<file path="config.mk">
export PLATFORM = sky130hd
export DESIGN_NAME = monster_state_array
export DESIGN_NICKNAME = d
export VERILOG_FILES = /design/src/rtl/monster_state_array.sv
export SDC_FILE = /design/constraint.sdc
export NUM_CORES = 1
export LEC_CHECK = 0
export ABC_CLOCK_PERIOD_IN_PS = 4700
export BUFFER_PORTS_ARGS = -buffer_cell sky130_fd_sc_hd__clkbuf_2
export CORE_ASPECT_RATIO = 0.8
export CORE_MARGIN = 8
export CORE_UTILIZATION = 50
export CTS_CLUSTER_SIZE = 40
export DETAILED_ROUTE_END_ITERATION = 12
export PLACE_DENSITY = 0.72
export SETUP_SLACK_MARGIN = 0.1
export SLEW_MARGIN = 20
export SYNTH_ARGS = -nofsm -noshare
export SYNTH_HDL_FRONTEND = slang
export SYNTH_SLANG_ARGS = --single-unit
</file>
<file path="constraint.sdc">
create_clock -name frame_clk -period 4.7 [get_ports frame_clk]
set_input_delay 0 -clock frame_clk [delete_from_list [all_inputs] [get_ports frame_clk]]
set_output_delay 0 -clock frame_clk [all_outputs]
set_load 0.02 [all_outputs]
</file>
<file path="src/rtl/monster_state_array.sv">
// Per-monster behaviour controller: N_MON independent walkers with edge turn-around,
// hit-stun, hit points and death, advanced once per frame.
module monster_state_array #(
    parameter int N_MON      = 4,
    parameter int TURN_DELAY = 8,
    parameter int HIT_FRAMES = 16,
    parameter int HP_INIT    = 3,
    parameter int HP_W       = 2
) (
    input  logic                         frame_clk,
    input  logic                         Reset,
    input  logic                         freeze,
    input  logic [2*N_MON-1:0]           turn,
    input  logic [N_MON-1:0]             hit,
    input  logic [N_MON-1:0]             revive,
    output logic [N_MON-1:0]             dir,
    output logic [N_MON-1:0]             moving,
    output logic [N_MON-1:0]             alive,
    output logic [N_MON-1:0]             hurt,
    output logic [N_MON*HP_W-1:0]        hp,
    output logic [$clog2(N_MON+1)-1:0]   alive_count
);

    localparam int TMAX = (TURN_DELAY > HIT_FRAMES) ? TURN_DELAY : HIT_FRAMES;
    localparam int TW   = (TMAX > 1) ? $clog2(TMAX) : 1;
    localparam int CW   = $clog2(N_MON+1);

    typedef enum logic [1:0] {WALK, PAUSE, HIT, DEAD} mon_state_t;

    mon_state_t        state_q [N_MON];
    logic [TW-1:0]     timer_q [N_MON];
    logic [HP_W-1:0]   hp_q    [N_MON];
    logic [N_MON-1:0]  dir_q;
    logic [N_MON-1:0]  edge_match;
    logic [CW-1:0]     alive_cnt;

    // An edge only counts when it lies in the direction the monster is facing.
    always_comb begin
        edge_match = '0;
        for (int i = 0; i < N_MON; i++)
            edge_match[i] = dir_q[i] ? (turn[2*i +: 2] == 2'b10) : (turn[2*i +: 2] == 2'b01);
    end

    // NOTE: state updates use non-blocking assignments so every channel sees last frame's values.
    always_ff @(posedge frame_clk or posedge Reset) begin
        if (Reset) begin
            dir_q <= '0;
            for (int i = 0; i < N_MON; i++) begin
                state_q[i] <= WALK;
                timer_q[i] <= '0;
                hp_q[i]    <= HP_W'(HP_INIT);
            end
        end else if (!freeze) begin
            for (int i = 0; i < N_MON; i++) begin
                if (revive[i]) begin
                    state_q[i] <= WALK;
                    dir_q[i]   <= 1'b0;
                    timer_q[i] <= '0;
                    hp_q[i]    <= HP_W'(HP_INIT);
                end else begin
                    case (state_q[i])
                        WALK: begin
                            if (hit[i]) begin
                                if (hp_q[i] <= HP_W'(1)) begin
                                    hp_q[i]    <= '0;
                                    state_q[i] <= DEAD;
                                    timer_q[i] <= '0;
                                end else begin
                                    hp_q[i]    <= hp_q[i] - HP_W'(1);
                                    state_q[i] <= HIT;
                                    timer_q[i] <= TW'(HIT_FRAMES - 1);
                                end
                            end else if (edge_match[i]) begin
                                if (TURN_DELAY == 0) begin
                                    dir_q[i] <= ~dir_q[i];
                                end else begin
                                    state_q[i] <= PAUSE;
                                    timer_q[i] <= TW'(TURN_DELAY - 1);
                                end
                            end
                        end
                        PAUSE: begin
                            if (hit[i]) begin
                                // A hit mid-pause finishes the turn before the stun starts.
                                dir_q[i] <= ~dir_q[i];
                                if (hp_q[i] <= HP_W'(1)) begin
                                    hp_q[i]    <= '0;
                                    state_q[i] <= DEAD;
                                    timer_q[i] <= '0;
                                end else begin
                                    hp_q[i]    <= hp_q[i] - HP_W'(1);
                                    state_q[i] <= HIT;
                                    timer_q[i] <= TW'(HIT_FRAMES - 1);
                                end
                            end else if (timer_q[i] == '0) begin
                                dir_q[i]   <= ~dir_q[i];
                                state_q[i] <= WALK;
                            end else begin
                                timer_q[i] <= timer_q[i] - TW'(1);
                            end
                        end
                        HIT: begin
                            if (timer_q[i] == '0)
                                state_q[i] <= WALK;
                            else
                                timer_q[i] <= timer_q[i] - TW'(1);
                        end
                        default: ;
                    endcase
                end
            end
        end
    end

    // NOTE: every output gets a default before the loop so no latch is inferred.
    always_comb begin
        dir       = dir_q;
        moving    = '0;
        alive     = '0;
        hurt      = '0;
        hp        = '0;
        alive_cnt = '0;
        for (int i = 0; i < N_MON; i++) begin
            moving[i]           = (state_q[i] == WALK);
            alive[i]            = (state_q[i] != DEAD);
            hurt[i]             = (state_q[i] == HIT);
            hp[HP_W*i +: HP_W]  = hp_q[i];
            alive_cnt           = alive_cnt + CW'(state_q[i] != DEAD);
        end
        alive_count = alive_cnt;
    end

endmodule

</file>
==> metrics.md, run 1 <==
| Metric | Value |
|---|---|
| Run status | finished, final reports clean |
| Startpoint of the lowest-slack register-to-register path | state_q[2] |
| Fillers | 496 |
| Cell count after placement | 474 |
| Insertion delay to the later sink of the worst-skew pair | 0.30 ns |
| Critical Path, Cell by Cell | ha_1, inv_1, fa_1, ha_1, ha_1, clkbuf_2 |
| Crit. End Element | primary output |
| Utilization after layout | 59.9% |
| First-pass GRT wire length | 12200 um |
| Nets in the synthesized netlist | 398 |
| WP data arrival | 2.12 ns |
| Power per unit of standard cell area | 678 nW/um^2 |
| Pre-antenna DRT Iters | 5 |
| Post-route fraction of the period consumed by the critical path | 45.1% |
| Final setup TNS | 0 ns |
| Final critical path time including I/O delays and setup | 2.12 ns |
| Beginning of the critical path | state_q[1] |
| Detailed-route wire length per cell | 14.6 um |
| DIE AREA | 8430 um^2 |
| Post-synth cell types | 55 |
| Number of clock sinks | 36 |
| Worst rel slew slack | 53.6% |
| Share of flip-flops with an asynchronous set or reset after synthesis | 100% |
| Final number of max-transition violations | 0 |
| RSZ-0062 raised after global routing | false |
| Remaining Overflow, GRT | 0 |
| Data required time at the worst endpoint | 4.70 ns |
| Core box area | 5500 um^2 |
| Count of instances resized after the clock tree is built | 0 |
| Via count | 2817 |
| Vias in the first global route | 2625 |
| Number of nets at the end of the flow | 446 |
| Initial Utilization | 52.2% |
| Total of flip-flops plus latches after synthesis | 36 |
| Launch point of the worst hold path | revive[0] |
| Die span in x | 101 um |
| Path class of the lowest-slack min-delay path | input port to register |
| I/O pin count | 46 |
| Leakage power | 1.54 nW |
| Number of synthesis warnings | 0 |
| Critical Path Max Stage Delay | 0.44 ns |
| Total standard cell area after synthesis | 2870 um^2 |
| Number of remaining DRC errors | 0 |
| Placement Cell Area | 3160 um^2 |
| Maximum clock path buffer count | 2 |
| Area growth, synth to finish | 14.9% |
| MaxCap Viol Count | 0 |
| Sequential-to-total area share from yosys stat | 31.8% |
| Cells after synthesis | 356 |
| Detailed placer's ending HPWL | 5240 um |
| Worst Hold Path Cells | 2 |
| Worst Setup Slack, final | 2.58 ns |
| Max Clk Rate | 0.471 GHz |
| # rows | 24 |
| Most instantiated flip-flop cell in the synthesis netlist | sky130_fd_sc_hd__dfrtp_1 |
| Vias/cell | 5.83 |
| Pin slew with the least headroom to its limit | 0.689 ns |
| Number of hold-slack violations in the final timing report | 0 |
| Overall global routing resource usage | 17.3% |
| Summed area of non-filler cells in the final layout | 3290 um^2 |
| Gpl congestion | 0.850 |
| Layout cell share with drive strength beyond 1 | 18.3% |
| Number of enable-type register cells in the synthesized netlist | 0 |
| Residual antenna-violating net count after detailed routing | 0 |
| Clock Skew | 0.00272 ns |
| H-tree levels | 2 |
| Clock-pin slew on the worst setup and hold paths | 0.08 ns |
| Post-Route WL | 7070 um |
| Synthesized area per cell | 8.05 um^2 |
| Crit path top cell by count | sky130_fd_sc_hd__ha_1 |
| Maximum number of pins on one net before global-route repair | 37 |
| Initial antenna violation count | 0 |
| Depth of the most critical reg-to-reg path | 7 |
| Chip height | 83.7 um |
| CTS Buf Count | 5 |
| DRT iter0 DRCs | 127 |
| N_diodes | 0 |
| Total of buffers placed on input and output ports | 45 |
| CTS Root Cell | sky130_fd_sc_hd__clkbuf_8 |
| Number of failing setup endpoints in the final timing report | 0 |
| Cell at the slowest stage of the critical path | sky130_fd_sc_hd__dfrtp_1 |
| Fin cells | 483 |
| Type of origin of the critical path | register |
| Clock tree from TritonCTS | yes |
| Type of the worst setup path | register to primary output |
| Peak fanout along the critical path | 6 |
| Worst-case vdd ir drop | 0.347 mV |
| Post-Place Setup Slack | 2.67 ns |
critical path, delay by kind of cell (launching register included):
kind | cells | cell delay (ns)
adder cells (fa/ha/maj) | 4 | 1.11
flip-flops | 1 | 0.44
buffers and inverters | 2 | 0.28
cell families (layout without fill, tap and decap cells):
group,Yosys count,in the layout,share of synthesized area (%)
muxes,6,6,2.14
adders and majority gates,23,23,10.3
and+or+nand+nor,121,121,22.5
AOI/OAI and AO/OA,125,125,26.8
buffers and inverters,45,94,6.50
DFF,36,36,31.8
cells in the mapped netlist, types with 3 or more instances:
cell                       count  area, um^2
sky130_fd_sc_hd__o21bai_1      4        30.0
sky130_fd_sc_hd__nor2_1       20        75.1
sky130_fd_sc_hd__nand2b_1      5        31.3
sky130_fd_sc_hd__o21ai_0      40         200
sky130_fd_sc_hd__a21oi_1      39         195
sky130_fd_sc_hd__a31oi_1       4        25.0
sky130_fd_sc_hd__mux2i_1       5        50.1
sky130_fd_sc_hd__nor2b_1       7        43.8
sky130_fd_sc_hd__nor3b_2       3        37.5
sky130_fd_sc_hd__ha_1         22         275
sky130_fd_sc_hd__o22ai_1       7        43.8
sky130_fd_sc_hd__or3b_1        3        26.3
sky130_fd_sc_hd__nor4_1        3        18.8
sky130_fd_sc_hd__dfrtp_1      28         701
sky130_fd_sc_hd__a21o_1        5        37.5
sky130_fd_sc_hd__a22o_1        5        43.8
sky130_fd_sc_hd__dfstp_2       8         210
sky130_fd_sc_hd__nor3_1        9        45.0
sky130_fd_sc_hd__inv_1        39         146
sky130_fd_sc_hd__nand2_1      37         139
sky130_fd_sc_hd__nand3_1      12        60.1
sky130_fd_sc_hd__and2_1        5        31.3
repair_timing:
| action | CTS | global route |
|---|---|---|
| hold buffers | 1 | 0 |
| buffers inserted | 0 | 0 |
| endpoints found under the hold margin | 28 | 0 |
worst paths after layout:
path	slack, ns	endpoint
max	2.58	alive_count[1]
min	0.03	timer_q[15]
max reg2reg	2.64	timer_q[7]
min reg2reg	0.50	hp[5]
max in group asynchronous	4.01	hp[3]
min in group asynchronous	0.34	dir[0]
metal layers:
metal	global-route usage (%)	wire [um]	vias up
met5	0	0	-
met2	26.6	3240	106
li1	-	-	1369
met1	22.9	3230	1326
met4	6.30	134	0
met3	4.00	467	16
per-stage QoR:
stage	power [W]	hold WS [ns]
floorplan	0.00159	0.108
global placement	0.00187	0.122
detailed placement	0.00191	0.127
CTS	0.00223	0.0239
global route	0.00245	0.0461
finish	0.00223	0.0260
registers in the layout, summed over array words and instances (netlist names):
signal and cells:
dir 4, state_q 8, hp 8, timer_q 16
report_power, final:
group	internal [W]	switching, W
sequential	0.000447	0.000152
combinational	0.000508	0.000818
clock	0.000187	0.000122
cell usage in the layout, fill, tap and decap left out, types with 3 or more instances in the layout:
cell / count
sky130_fd_sc_hd__nor3b_2: 3
sky130_fd_sc_hd__nand3_1: 12
sky130_fd_sc_hd__nand2b_1: 5
sky130_fd_sc_hd__o21bai_1: 4
sky130_fd_sc_hd__a31oi_1: 4
sky130_fd_sc_hd__a21o_1: 5
sky130_fd_sc_hd__or3b_1: 3
sky130_fd_sc_hd__dfrtp_1: 28
sky130_fd_sc_hd__nand2_1: 37
sky130_fd_sc_hd__nor2_1: 20
sky130_fd_sc_hd__nor3_1: 9
sky130_fd_sc_hd__dfstp_2: 8
sky130_fd_sc_hd__clkbuf_2: 45
sky130_fd_sc_hd__o21ai_0: 40
sky130_fd_sc_hd__o22ai_1: 7
sky130_fd_sc_hd__and2_1: 5
sky130_fd_sc_hd__nor2b_1: 7
sky130_fd_sc_hd__nor4_1: 3
sky130_fd_sc_hd__mux2i_1: 5
sky130_fd_sc_hd__inv_1: 39
sky130_fd_sc_hd__clkbuf_8: 7
sky130_fd_sc_hd__a21oi_1: 39
sky130_fd_sc_hd__ha_1: 22
sky130_fd_sc_hd__a22o_1: 5
final cells by class:
type                            count  area (um^2)  area share (%)
Clock inverter                      1         30.0           0.912
Multi-Input combinational cell    275         1770            53.7
Tap cell                           78         97.6            2.96
Timing Repair Buffer               47          243            7.37
Inverter                           39          146            4.45
Clock buffer                        7         96.3            2.93
Sequential cell                    36          911            27.7
Note: power is estimated with default switching activity, not from simulation.
==> run 2, diff against run 1 <==
--- a/config.mk
+++ b/config.mk
@@ -5,14 +5,15 @@
 export SDC_FILE = /design/constraint.sdc
 export NUM_CORES = 1
 export LEC_CHECK = 0
-export ABC_CLOCK_PERIOD_IN_PS = 4700
+export ABC_AREA = 1
+export ABC_CLOCK_PERIOD_IN_PS = 1890
 export BUFFER_PORTS_ARGS = -buffer_cell sky130_fd_sc_hd__clkbuf_2
 export CORE_ASPECT_RATIO = 0.8
 export CORE_MARGIN = 8
 export CORE_UTILIZATION = 50
 export CTS_CLUSTER_SIZE = 40
 export DETAILED_ROUTE_END_ITERATION = 12
-export PLACE_DENSITY = 0.72
+export PLACE_DENSITY = 0.74
 export SETUP_SLACK_MARGIN = 0.1
 export SLEW_MARGIN = 20
 export SYNTH_ARGS = -nofsm -noshare
==> constraint.sdc (replaced) <==
create_clock -name frame_clk -period 1.89 [get_ports frame_clk]
set_input_delay 0 -clock frame_clk [delete_from_list [all_inputs] [get_ports frame_clk]]
set_output_delay 0 -clock frame_clk [all_outputs]
set_load 0.02 [all_outputs]
==> metrics.md, run 2 <==
| Metric | Value |
|---|---|
| Run status | finished, violations left |
| Violations in the final reports | setup timing |
| Combined flip-flop and latch cell area | 911 um^2 (unchanged) |
| Max Clk Rate | 0.516 GHz |
| Number of synthesis warnings | 0 (unchanged) |
| Cell types with the largest area share after synthesis | sky130_fd_sc_hd__dfrtp_1 (23%), sky130_fd_sc_hd__nand2_1 (20%), sky130_fd_sc_hd__ha_1 (9.2%) |
| Vias/cell | 5.00 (-14%) |
| Clock tree from TritonCTS | yes |
| Area used by multi-input combinational logic | 1850 um^2 (+4.8%) |
| Final number of max-transition violations | 0 (unchanged) |
| # rows | 25 (+4.2%) |
| Nets in the synthesized netlist | 499 (+25%) |
| Worst Setup Slack, final | -0.0483 ns (-2.63 ns) |
| Peak fanout along the critical path | 2 (-4) |
| MaxCap Viol Count | 0 (unchanged) |
| Residual antenna-violating net count after detailed routing | 0 (unchanged) |
| Placement Cell Area | 3380 um^2 (+7.1%) |
| Flip-flop count of the largest register, all copies and words added | 16 (unchanged) |
| Maximum number of pins on one net before global-route repair | 37 (unchanged) |
| Clock-pin slew on the worst setup and hold paths | 0.09 ns (about the same) |
| Number of clock sinks | 36 (unchanged) |
| Post-Route WL | 7430 um (+5.1%) |
| Power per unit of standard cell area | 1760 nW/um^2 (+160%) |
| H-tree levels | 2 (unchanged) |
| Overall global routing resource usage | 17.4% (+0.076 points) |
| DRT iter0 DRCs | 147 (+16%) |
| Number of nets at the end of the flow | 563 (+26%) |
| Fillers | 569 (+15%) |
| Vias in the first global route | 2773 (+5.6%) |
| Gpl congestion | 0.887 (+4.3%) |
| Chip height | 85.3 um (+1.9%) |
| Post-route total power | 0.00641 W (+190%) |
| Die span in x | 103 um (+1.9%) |
| Min Hold Slack | 0.0209 ns (-0.00510 ns) |
| N_diodes | 0 (unchanged) |
| Via count | 3018 (+7.1%) |
| Most used standard cells in the synthesized netlist | sky130_fd_sc_hd__nand2_1 (159), sky130_fd_sc_hd__inv_1 (71), sky130_fd_sc_hd__nor2_1 (39), sky130_fd_sc_hd__nand3_1 (31), sky130_fd_sc_hd__dfrtp_1 (28) |
| Pin slew with the least headroom to its limit | 0.474 ns (-0.215 ns) |
| Top library cells by usage in the layout, fill and taps aside | sky130_fd_sc_hd__nand2_1 (159), sky130_fd_sc_hd__inv_1 (68), sky130_fd_sc_hd__clkbuf_2 (42) |
| Most common cell after layout, fill and taps aside | sky130_fd_sc_hd__nand2_1 |
| Area growth, synth to finish | 21.1% |
| Initial Utilization | 51.3% (-0.87 points) |
| Synthesized area per cell | 6.57 um^2 (-18%) |
| Number of failing setup endpoints in the final timing report | 1 (+1) |
| Number of enable-type register cells in the synthesized netlist | 0 (unchanged) |
| Number of hold-slack violations in the final timing report | 0 (unchanged) |
| CTS Root Cell | sky130_fd_sc_hd__clkbuf_8 |
| Insertion delay to the later sink of the worst-skew pair | 0.29 ns (about the same) |
| Summed area of non-filler cells in the final layout | 3630 um^2 (+10%) |
| Post-route fraction of the period consumed by the critical path | 103% |
| Path class of the lowest-slack min-delay path | input port to register |
| Detailed-route wire length per cell | 12.3 um (-16%) |
| Share of flip-flops with an asynchronous set or reset after synthesis | 100% (unchanged) |
| Crit. End Element | primary output |
| Initial antenna violation count | 0 (unchanged) |
| Total standard cell area after synthesis | 3000 um^2 (+4.7%) |
| RSZ-0062 raised after global routing | true |
| Remaining Overflow, GRT | 0 (unchanged) |
| Most instantiated flip-flop cell in the synthesis netlist | sky130_fd_sc_hd__dfrtp_1 |
| Pre-antenna DRT Iters | 4 (-1) |
| Maximum clock path buffer count | 2 (unchanged) |
| CTS Buf Count | 5 (unchanged) |
| Core box area | 5850 um^2 (+6.4%) |
| Layout cell share with drive strength beyond 1 | 22.8% (+4.5 points) |
| Worst-case vdd ir drop | 0.849 mV (+140%) |
| Post-synth cell types | 22 (-60%) |
| Sequential-to-total area share from yosys stat | 30.4% (-1.4 points) |
| DIE AREA | 8750 um^2 (+3.8%) |
| Worst rel slew slack | 68.4% (+15 points) |
| WP data arrival | 1.94 ns (-0.18 ns) |
| Fraction of post-synthesis cell area in the top cell type by area | 23.4% (-1.1 points) |
| Clock Skew | 0.00501 ns (+0.00229 ns) |
| Type of origin of the critical path | register |
| Detailed placer's ending HPWL | 5740 um (+9.5%) |
| Number of remaining DRC errors | 0 (unchanged) |
| Post-Place Setup Slack | 0.145 ns (-2.53 ns) |
| Cell taking the most area after synthesis | sky130_fd_sc_hd__dfrtp_1 |
| I/O pin count | 46 (unchanged) |
| Leakage power | 1.96 nW (+27%) |
| Total of flip-flops plus latches after synthesis | 36 (unchanged) |
| Final critical path time including I/O delays and setup | 1.94 ns |
| Data required time at the worst endpoint | 1.89 ns (-2.81 ns) |
| Utilization after layout | 62.1% (+2.2 points) |
| First-pass GRT wire length | 12500 um (+2.0%) |
| Type of the worst setup path | register to primary output |
| Total of buffers placed on input and output ports | 45 (unchanged) |
| Register name with the most flops | timer_q |
| Most frequently used cell type in the post-synthesis netlist | sky130_fd_sc_hd__nand2_1 |
| Cells after synthesis | 457 (+28%) |
-- run 2: cell types whose count changed after synthesis, sizes merged, moves of 6 or more --
cell    delta
o21ai     -21
a21oi     -23
nand2    +129
nor2      +23
nand3b     +7
inv       +43
nor2b      -7
nor3       -9
o211ai    +11
a22o       -6
nand3     +28
-- run 2: power breakdown --
group	total, W	internal, W	switching [W]
combinational	0.00417	0.00154	0.00263
clock	0.000714	0.000391	0.000323
sequential	0.00152	0.00118	0.000338
-- run 2: cell type report --
cell class	instances	share of cell area [%]
Clock buffer	5	1.89
Tap cell	81	2.79
Timing Repair Buffer	57	9.54
Sequential cell	36	25.1
Multi-Input combinational cell	339	51.1
Inverter	82	8.47
Clock inverter	3	1.17
-- run 2: worst max-delay path: stages (launching register included) --
cell and delay (ns):
sky130_fd_sc_hd__dfrtp_1 0.40, sky130_fd_sc_hd__ha_2 0.19, sky130_fd_sc_hd__inv_2 0.07, sky130_fd_sc_hd__fa_1 0.42, sky130_fd_sc_hd__ha_2 0.20, sky130_fd_sc_hd__ha_4 0.27
sky130_fd_sc_hd__buf_8 0.10
-- run 2: logic make-up after synthesis --
family / Yosys count / synth area share (%)
compound gates: 54 / 11.0
fa+ha+maj: 23 / 9.84
buf+inv: 82 / 10.3
flops: 36 / 30.4
simple gates: 262 / 38.5
-- run 2: stage by stage --
stage,TNS (ns),instances
floorplan,0,457
global route,-0.167,603
global placement,0,590
detailed placement,0,590
CTS,-0.0938,601
finish,-0.0483,603
-- run 2: repair_timing --
item / in CTS / in global routing
hold buffers: 1 / 0
endpoints found under the hold margin: 28 / 0
pin swaps: 3 / 5
resized for setup: 14 / 11
setup endpoints to repair: 3 / 16
setup buffers: 2 / 2
cloned: 0 / 0
-- run 2: routing by layer --
layer / wire length (um) / vias up / global-route usage, %
met1: 3700 / 1380 / 24.2
met3: 401 / 5 / 3.35
met5: 0 / - / 0
met2: 3290 / 59 / 27.0
li1: - / 1574 / -
met4: 40 / 0 / 3.72
-- run 2: worst paths after layout --
| check | endpoint | slack (ns) | cells past startpoint | from |
|---|---|---|---|---|
| setup reg to reg | timer_q[12] | 0.20 | 10 | state_q[7] |
| min in group asynchronous | dir[3] | 0.34 | 4 | Reset |
| hold reg to reg | timer_q[12] | 0.52 | 2 | timer_q[12] |
| hold / removal | state_q[4] | 0.02 | 4 | revive[1] |
| setup / recovery | alive_count[1] | -0.05 | 6 | state_q[6] |
| max in group asynchronous | hp[3] | 1.19 | 4 | Reset |
